<file path="config.mk">
export PLATFORM = sky130hd
export DESIGN_NAME = retire_write_responder
export DESIGN_NICKNAME = d
export VERILOG_FILES = /design/src/rtl/retire_write_responder.sv
export SDC_FILE = /design/constraint.sdc
export NUM_CORES = 1
export LEC_CHECK = 0
export BUFFER_PORTS_ARGS = -buffer_cell sky130_fd_sc_hd__clkbuf_2
export CAP_MARGIN = 0
export CORE_MARGIN = 1.5
export CORE_UTILIZATION = 44
export CTS_CLUSTER_DIAMETER = 120
export DETAILED_ROUTE_END_ITERATION = 12
export PLACE_DENSITY = 0.73
export SYNTH_ARGS = -nofsm -noshare
export SYNTH_HDL_FRONTEND = slang
export SYNTH_SLANG_ARGS = --single-unit
</file>
<file path="constraint.sdc">
create_clock -name clk -period 1.52 [get_ports clk]
set_clock_uncertainty 0.05 [all_clocks]
set_input_delay 0.38 -clock clk [delete_from_list [all_inputs] [get_ports clk]]
set_output_delay 0.38 -clock clk [all_outputs]
set_load 0.1 [all_outputs]
</file>
<file path="src/rtl/retire_write_responder.sv">
// Responder for the retire/write-back handshake: confirms a two-beat retire request,
// then issues the matching write on the first free bus cycle inside a bounded window.
module retire_write_responder #(
    parameter int MIN_DELAY = 3,
    parameter int MAX_DELAY = 8
) (
    input  logic       clk,
    input  logic       rst_n,
    input  logic       write_en,
    input  logic       data_valid,
    input  logic [0:8] retire_address,
    output logic [0:8] write_address,
    output logic       wr_strobe,
    output logic       busy,
    output logic       seq_err,
    output logic       timeout,
    output logic       drop
);

    generate
        if (MIN_DELAY < 1 || MAX_DELAY < MIN_DELAY || MAX_DELAY > 15) begin : g_bad_params
            $error("retire_write_responder: need 1 <= MIN_DELAY <= MAX_DELAY <= 15");
        end
    endgenerate

    localparam logic [3:0] MIN_K = 4'(MIN_DELAY);
    localparam logic [3:0] MAX_K = 4'(MAX_DELAY);

    typedef enum logic [1:0] {
        ST_IDLE,
        ST_CONFIRM,
        ST_WAIT,
        ST_ISSUE
    } state_e;

    state_e     state_q, state_d;
    logic [3:0] k_q, k_d;
    logic [0:4] tag_q, tag_d;
    logic [0:3] low_q, low_d;

    logic start, bus_ready, tag_match;

    assign start     = write_en & data_valid;
    assign bus_ready = write_en & ~data_valid;
    assign tag_match = (retire_address[0:4] == tag_q);

    always_ff @(posedge clk) begin
        if (!rst_n) begin
            state_q <= ST_IDLE;
            k_q     <= 4'd0;
            tag_q   <= 5'd0;
            low_q   <= 4'd0;
        end else begin
            state_q <= state_d;
            k_q     <= k_d;
            tag_q   <= tag_d;
            low_q   <= low_d;
        end
    end

    // k counts the offset from the second retire beat; it tops out at MAX_DELAY so it never wraps.
    always_comb begin
        state_d = state_q;
        k_d     = k_q;
        tag_d   = tag_q;
        low_d   = low_q;
        case (state_q)
            ST_IDLE: begin
                if (start) begin
                    tag_d   = retire_address[0:4];
                    low_d   = retire_address[5:8];
                    state_d = ST_CONFIRM;
                end
            end
            ST_CONFIRM: begin
                if (write_en && tag_match) begin
                    k_d     = 4'd1;
                    state_d = (MIN_K == 4'd1) ? ST_ISSUE : ST_WAIT;
                end else begin
                    state_d = ST_IDLE;
                end
            end
            ST_WAIT: begin
                k_d = k_q + 4'd1;
                if (k_q + 4'd1 == MIN_K) begin
                    state_d = ST_ISSUE;
                end
            end
            ST_ISSUE: begin
                if (bus_ready || k_q == MAX_K) begin
                    state_d = ST_IDLE;
                end else begin
                    k_d = k_q + 4'd1;
                end
            end
            default: state_d = ST_IDLE;
        endcase
    end

    // Pulses are suppressed while reset is asserted so an aborted transaction leaves no trace.
    always_comb begin
        wr_strobe = 1'b0;
        seq_err   = 1'b0;
        timeout   = 1'b0;
        drop      = 1'b0;
        if (rst_n) begin
            case (state_q)
                ST_CONFIRM: seq_err = ~(write_en & tag_match);
                ST_WAIT:    drop    = start;
                ST_ISSUE: begin
                    drop      = start;
                    wr_strobe = bus_ready;
                    timeout   = ~bus_ready & (k_q == MAX_K);
                end
                default: ;
            endcase
        end
    end

    assign busy          = (state_q != ST_IDLE);
    assign write_address = {tag_q, low_q};

endmodule

</file>
# [Word-level counts from Yosys, hierarchy flattened]
# Cells that the tools add are included.
[word_totals] ramBits=0 mem_count=0 output_inout_bits=14 mem_bits_ro=0 latch_bits=0 elab_cells=48 ff_bits=15
[classes] n_bitwise=7 addsub=1 n_mux=16 order_cmp=0 reduce_logical=9 n_eq_ne=11 n_shift=0 n_div=0 multipliers=0
[ops] cell="case mux 4 bit (3 select lines)" n=1
[ops] cell="!= test 2 bit (second input constant)" n=5
[ops] cell="two-way mux 1 bit" n=8
[ops] cell="two-way mux 2 bit" n=4
[ops] cell="two-way mux 4 bit" n=2
[ops] cell="case mux 2 bit (4 select lines)" n=1
[ops] cell="AND reduction 3 bit" n=2
[ops] cell="== test 5 bit" n=1
[ops] cell="adder 4 x 1 -> 4 bit (second input constant)" n=1
[ops] cell="bitwise AND 1 bit" n=4
[ops] cell="== test 2 bit (second input constant)" n=2
[ops] cell="== test 4 x 2 -> 1 bit (second input constant)" n=1
[ops] cell="== test 4 bit (second input constant)" n=1
[ops] cell="inverter 1 bit" n=3
[ops] cell="nonzero test 3 bit" n=1
[ops] cell="== test 2 x 1 -> 1 bit (second input constant)" n=1
[ops] cell="zero test 2 bit" n=1
[ops] cell="AND reduction 2 bit" n=1
[ops] cell="nonzero test 2 bit" n=1
[ops] cell="OR reduction 2 bit" n=1
[ops] cell="logical AND 1 bit" n=1
[ops] cell="logical OR 1 bit" n=1

# [Logic depth before layout (Yosys ltp)]
[logic_depth] word_depth=6 ltp_mapped=6

# [Worst setup path after synthesis]
# Ideal clock, no wire load.
[synth_path] path_type="reg2out" from="register k_q[0]" to="output timeout" n_path_buf=0 path_slack_ns=-1.633 required_time_ns=1.090 path_stages_with_launch=5 t_arrival_ns=2.723 cell_sequence="dfxtp_1 > inv_1 > ha_1 > nand3b_1 > nor3_1"
[synth_via] elab_chain_cells=4
[synth_rtl] element="from (decl)" line="37" rtl="logic [3:0] k_q, k_d;"
[synth_rtl] element="from (signal assigned)" line="55" rtl="k_q <= k_d;"
[synth_rtl] element="== test 4 bit" line="113" rtl="timeout = ~bus_ready & (k_q == MAX_K);"
[synth_rtl] element="bitwise AND 1 bit" line="113"
[synth_rtl] element="two-way mux 1 bit" line="107" rtl="case (state_q)"
[synth_rtl] element="two-way mux 1 bit" line="106" rtl="if (rst_n) begin"
[synth_rtl] element="to (decl)" line="16" rtl="output logic timeout,"
# Every way passes these cells.

# [Worst setup path in the final report]
[layout_path] from="register tag_q[2] in the netlist's numbering" to="output seq_err"
[layout_via] elab_chain_cells=5
[layout_rtl] element="from (decl)" line="38" rtl="logic [0:4] tag_q, tag_d;"
[layout_rtl] element="from (signal assigned)" line="56" rtl="tag_q <= tag_d;"
[layout_rtl] element="== test 5 bit" line="45" rtl="assign tag_match = (retire_address[0:4] == tag_q);"
[layout_rtl] element="bitwise AND 1 bit" line="108" rtl="ST_CONFIRM: seq_err = ~(write_en & tag_match);"
[layout_rtl] element="inverter 1 bit" line="108"
[layout_rtl] element="two-way mux 1 bit" line="107"
[layout_rtl] element="two-way mux 1 bit" line="106"
[layout_rtl] element="to (decl)" line="15" rtl="output logic seq_err,"
# Every way passes these cells.

==> metrics.md <==
| Metric | Value |
|---|---|
| I/O pin total | `27` |
| Wire per inst | `about 14 um` |
| Max-Cap Viols | `0` |
| Final worst path period share | `118%` |
| Initial detailed-routing violation count | `27` |
| Router iterations before antenna repair | `4` |
| TritonCTS Buffers | `3` |
| Setup tns final | `-766 ps` |
| Post-synthesis mux area share | `1.16%` |
| Crit Path Category | `flop to output port` |
| Slew Limit Fails | `0` |
| CP Launch Type | `flop` |
| Top_reg_cell synth | `dfxtp_1` |
| Wire length on met3 | `around 140 um` |
| Share of layout cells above drive strength 1 | `about half` |
| Hold WC Path Type | `input port to flop` |
| Initial Util | `48.2%` |
| Met2 WL | `roughly 1300 um` |
| P per Cell Area | `606 nW/um^2` |
| Gpl congestion | `0.798` |
| Failing checks | `negative setup slack` |
| Filler cell count | `78` |
| Yosys warnings | `0` |
| Ranking of synthesized cells by area | `dfxtp_1, nand2_1, a21boi_1` |
| Synth Area per Inst | `about 8.1 um^2` |
| Cts hold-fix bufs | `0` |
| Arrival time at the worst endpoint | `1370 ps` |
| Mapped Cells | `106` |
| F_max | `roughly 560 MHz` |
| H-tree depth | `1` |
| Post-synthesis adder-cell area fraction | `under 10%` |
| Vias | `943` |
| Syn Std Cell Area | `860 um^2` |
| Die Footprint | `about 2200 um^2` |
| Top cell type's share of synthesized area | `a little over a third` |
| Worst vdd ir | `around 850 uV` |
| Commonest non-fill, non-tap cell in the layout | `nand2_1` |
| DRC errors left | `0` |
| Unique masters post-synth | `32` |
| Synth Area in Simple Gates | `a little under a third` |
| Sequential area share after synthesis | `between 30% and 40%` |
| Post-synthesis xor/xnor area fraction | `around 8.2%` |
| Clk buf depth | `2` |
| CTS sink cnt | `15` |
| Fin nets | `170` |
| Mapped Nets | `roughly 120` |
| Final hold vios | `0` |
| Post-DRT Antenna Nets | `0` |
| Compound-Gate Fraction of Synth Area | `between 10% and 20%` |
| Most frequent cells in the layout | `nand2_1, buf_4, buf_12, clkbuf_2, a21boi_1` |
| Hpwl dp | `roughly 1800 um` |
| Clk_lat worst skew | `about 290 ps` |
| Die Span Y | `~47 um` |
| Worst-path fanout max | `2` |
| FFs w/ async S/R, synth | `0%` |
| CTS tree | `done` |
| Vias in the first global route | `about 900` |
| Congestion Overflow GR | `0` |
| Port Buffers | `26` |
| Status | `finished, violations left` |
| Largest net degree at the start of global routing | `11` |
| Required time worst endpoint | `approximately 1100 ps` |
| Worst setup margin | `-281 ps` |
| Synth area leader | `dfxtp_1` |
| # setup viols final | `6` |
| Uppermost routed layer | `met4` |
| Rel. slew slack | `68.7%` |
| Largest family of logic cells by synthesized area | `simple AND/OR/NAND/NOR gates` |
| Core ar. | `roughly 1800 um^2` |
| Worst-path clk slew | `~100 ps` |
| Crit path time final | `approximately 1800 ps` |
| Total global routing track utilization | `25.5%` |
| Setup crit end kind | `output port` |
| Avg Vias per Cell | `between 5 and 6` |
| Clk root buf | `clkbuf_4` |
| Pre-CTS setup slack | `-134 ps` |
| Unrepaired setup endpoints after global routing | `yes` |
| Global-route wire length before repair | `3910 um` |
| Post-synth EDFFs | `0` |
| WL final | `2570 um` |
| Die width | `roughly 47 um` |
| Worst-Margin Slew | `463 ps` |
| Leak | `0.643 nW` |
| Rows | `15` |
| Layout overhead on the synthesized area | `81.2%` |
| Synthesized flop and latch total | `15` |
| Antenna violations before repair | `0` |
| Number of diodes | `0` |
| Metal-1 WL | `1060 um` |
==> cells by family after synthesis <==
group,after synthesis
xor+xnor,8
buf+inv,7
simple gates,53
compound gates,19
flops,15
fa+ha+maj,3
mux,1
==> power by group <==
group	internal (mW)	switching, mW	total [mW]
sequential	0.398	0.0139	0.412
combinational	0.128	0.173	0.301
clock	0.102	0.128	0.230
==> layer usage <==
layer,global-route usage [%],vias to the layer above
met1,30.8,450
met5,0,-
met3,8.46,4
met2,43.3,32
met4,7.22,0
li1,-,457
==> final timing paths <==
path	start	end	slack, ps	depth (start not counted)
max	tag_q[2]$_SDFFE_PN0P_	seq_err	-280	4
min	retire_address[7]	low_q[2]$_SDFFE_PN0P_	270	3
max reg2reg	k_q[1]$_SDFFE_PN0P_	state_q[0]$_SDFFE_PN0P_	-40	6
min reg2reg	low_q[1]$_SDFFE_PN0P_	low_q[1]$_SDFFE_PN0P_	450	2
==> through the flow <==
| stage | area, um^2 | cells | power [mW] | utilization, % | hold WS, ps |
|---|---|---|---|---|---|
| 6_report | 1560 | 178 | 0.943 | 87.4 | 268 |
| 5_1_grt | 1560 | 178 | 0.982 | 87.4 | 267 |
| 4_1_cts | 1530 | 177 | 0.933 | 86.0 | 260 |
| 3_5_place_dp | 1430 | 171 | 0.694 | 80.2 | 439 |
| 3_3_place_gp | 1430 | 171 | 0.687 | 80.2 | 428 |
| 2_1_floorplan | 952 | 106 | 0.578 | - | 455 |
==> Yosys cell counts (2+ instances only) <==
| master | n |
|---|---|
| nand2_1 | 24 |
| dfxtp_1 | 15 |
| a21boi_1 | 9 |
| nor2_1 | 8 |
| xnor2_1 | 6 |
| nand3_1 | 4 |
| and2_1 | 3 |
| ha_1 | 3 |
| inv_1 | 3 |
| nand3b_1 | 3 |
| nand4_1 | 3 |
| o21ai_0 | 3 |
| buf_6 | 2 |
| xor2_1 | 2 |
==> worst max-delay path, stage by stage (launching register included) <==
cell and delay [ps]:
dfxtp_4 360, xnor2_2 140, nand4_1 150, o211a_4 260, buf_12 160
==> state kept, by name, summed over array words and instances (netlist names), named ones only <==
register,count
tag_q,5
k_q,4
low_q,4
state_q,1
==> layout make-up <==
| cell class | count | area [um^2] | area share, % |
|---|---|---|---|
| clock buffers | 4 | 26.3 | 1.69 |
| inverters | 3 | 13.8 | 0.884 |
| multi-input cells | 84 | 639 | 41.0 |
| flip-flops and latches | 15 | 329 | 21.1 |
| well taps | 25 | 31.3 | 2.01 |
| repair buffers | 47 | 518 | 33.3 |
==> what timing repair did <==
item,4_1_cts,5_1_grt
endpoints found under the setup margin,5,10
buffers inserted,2,1
pin swaps,10,4
gates resized for setup,14,3
No activity file was read; power rests on OpenSTA's default activity.
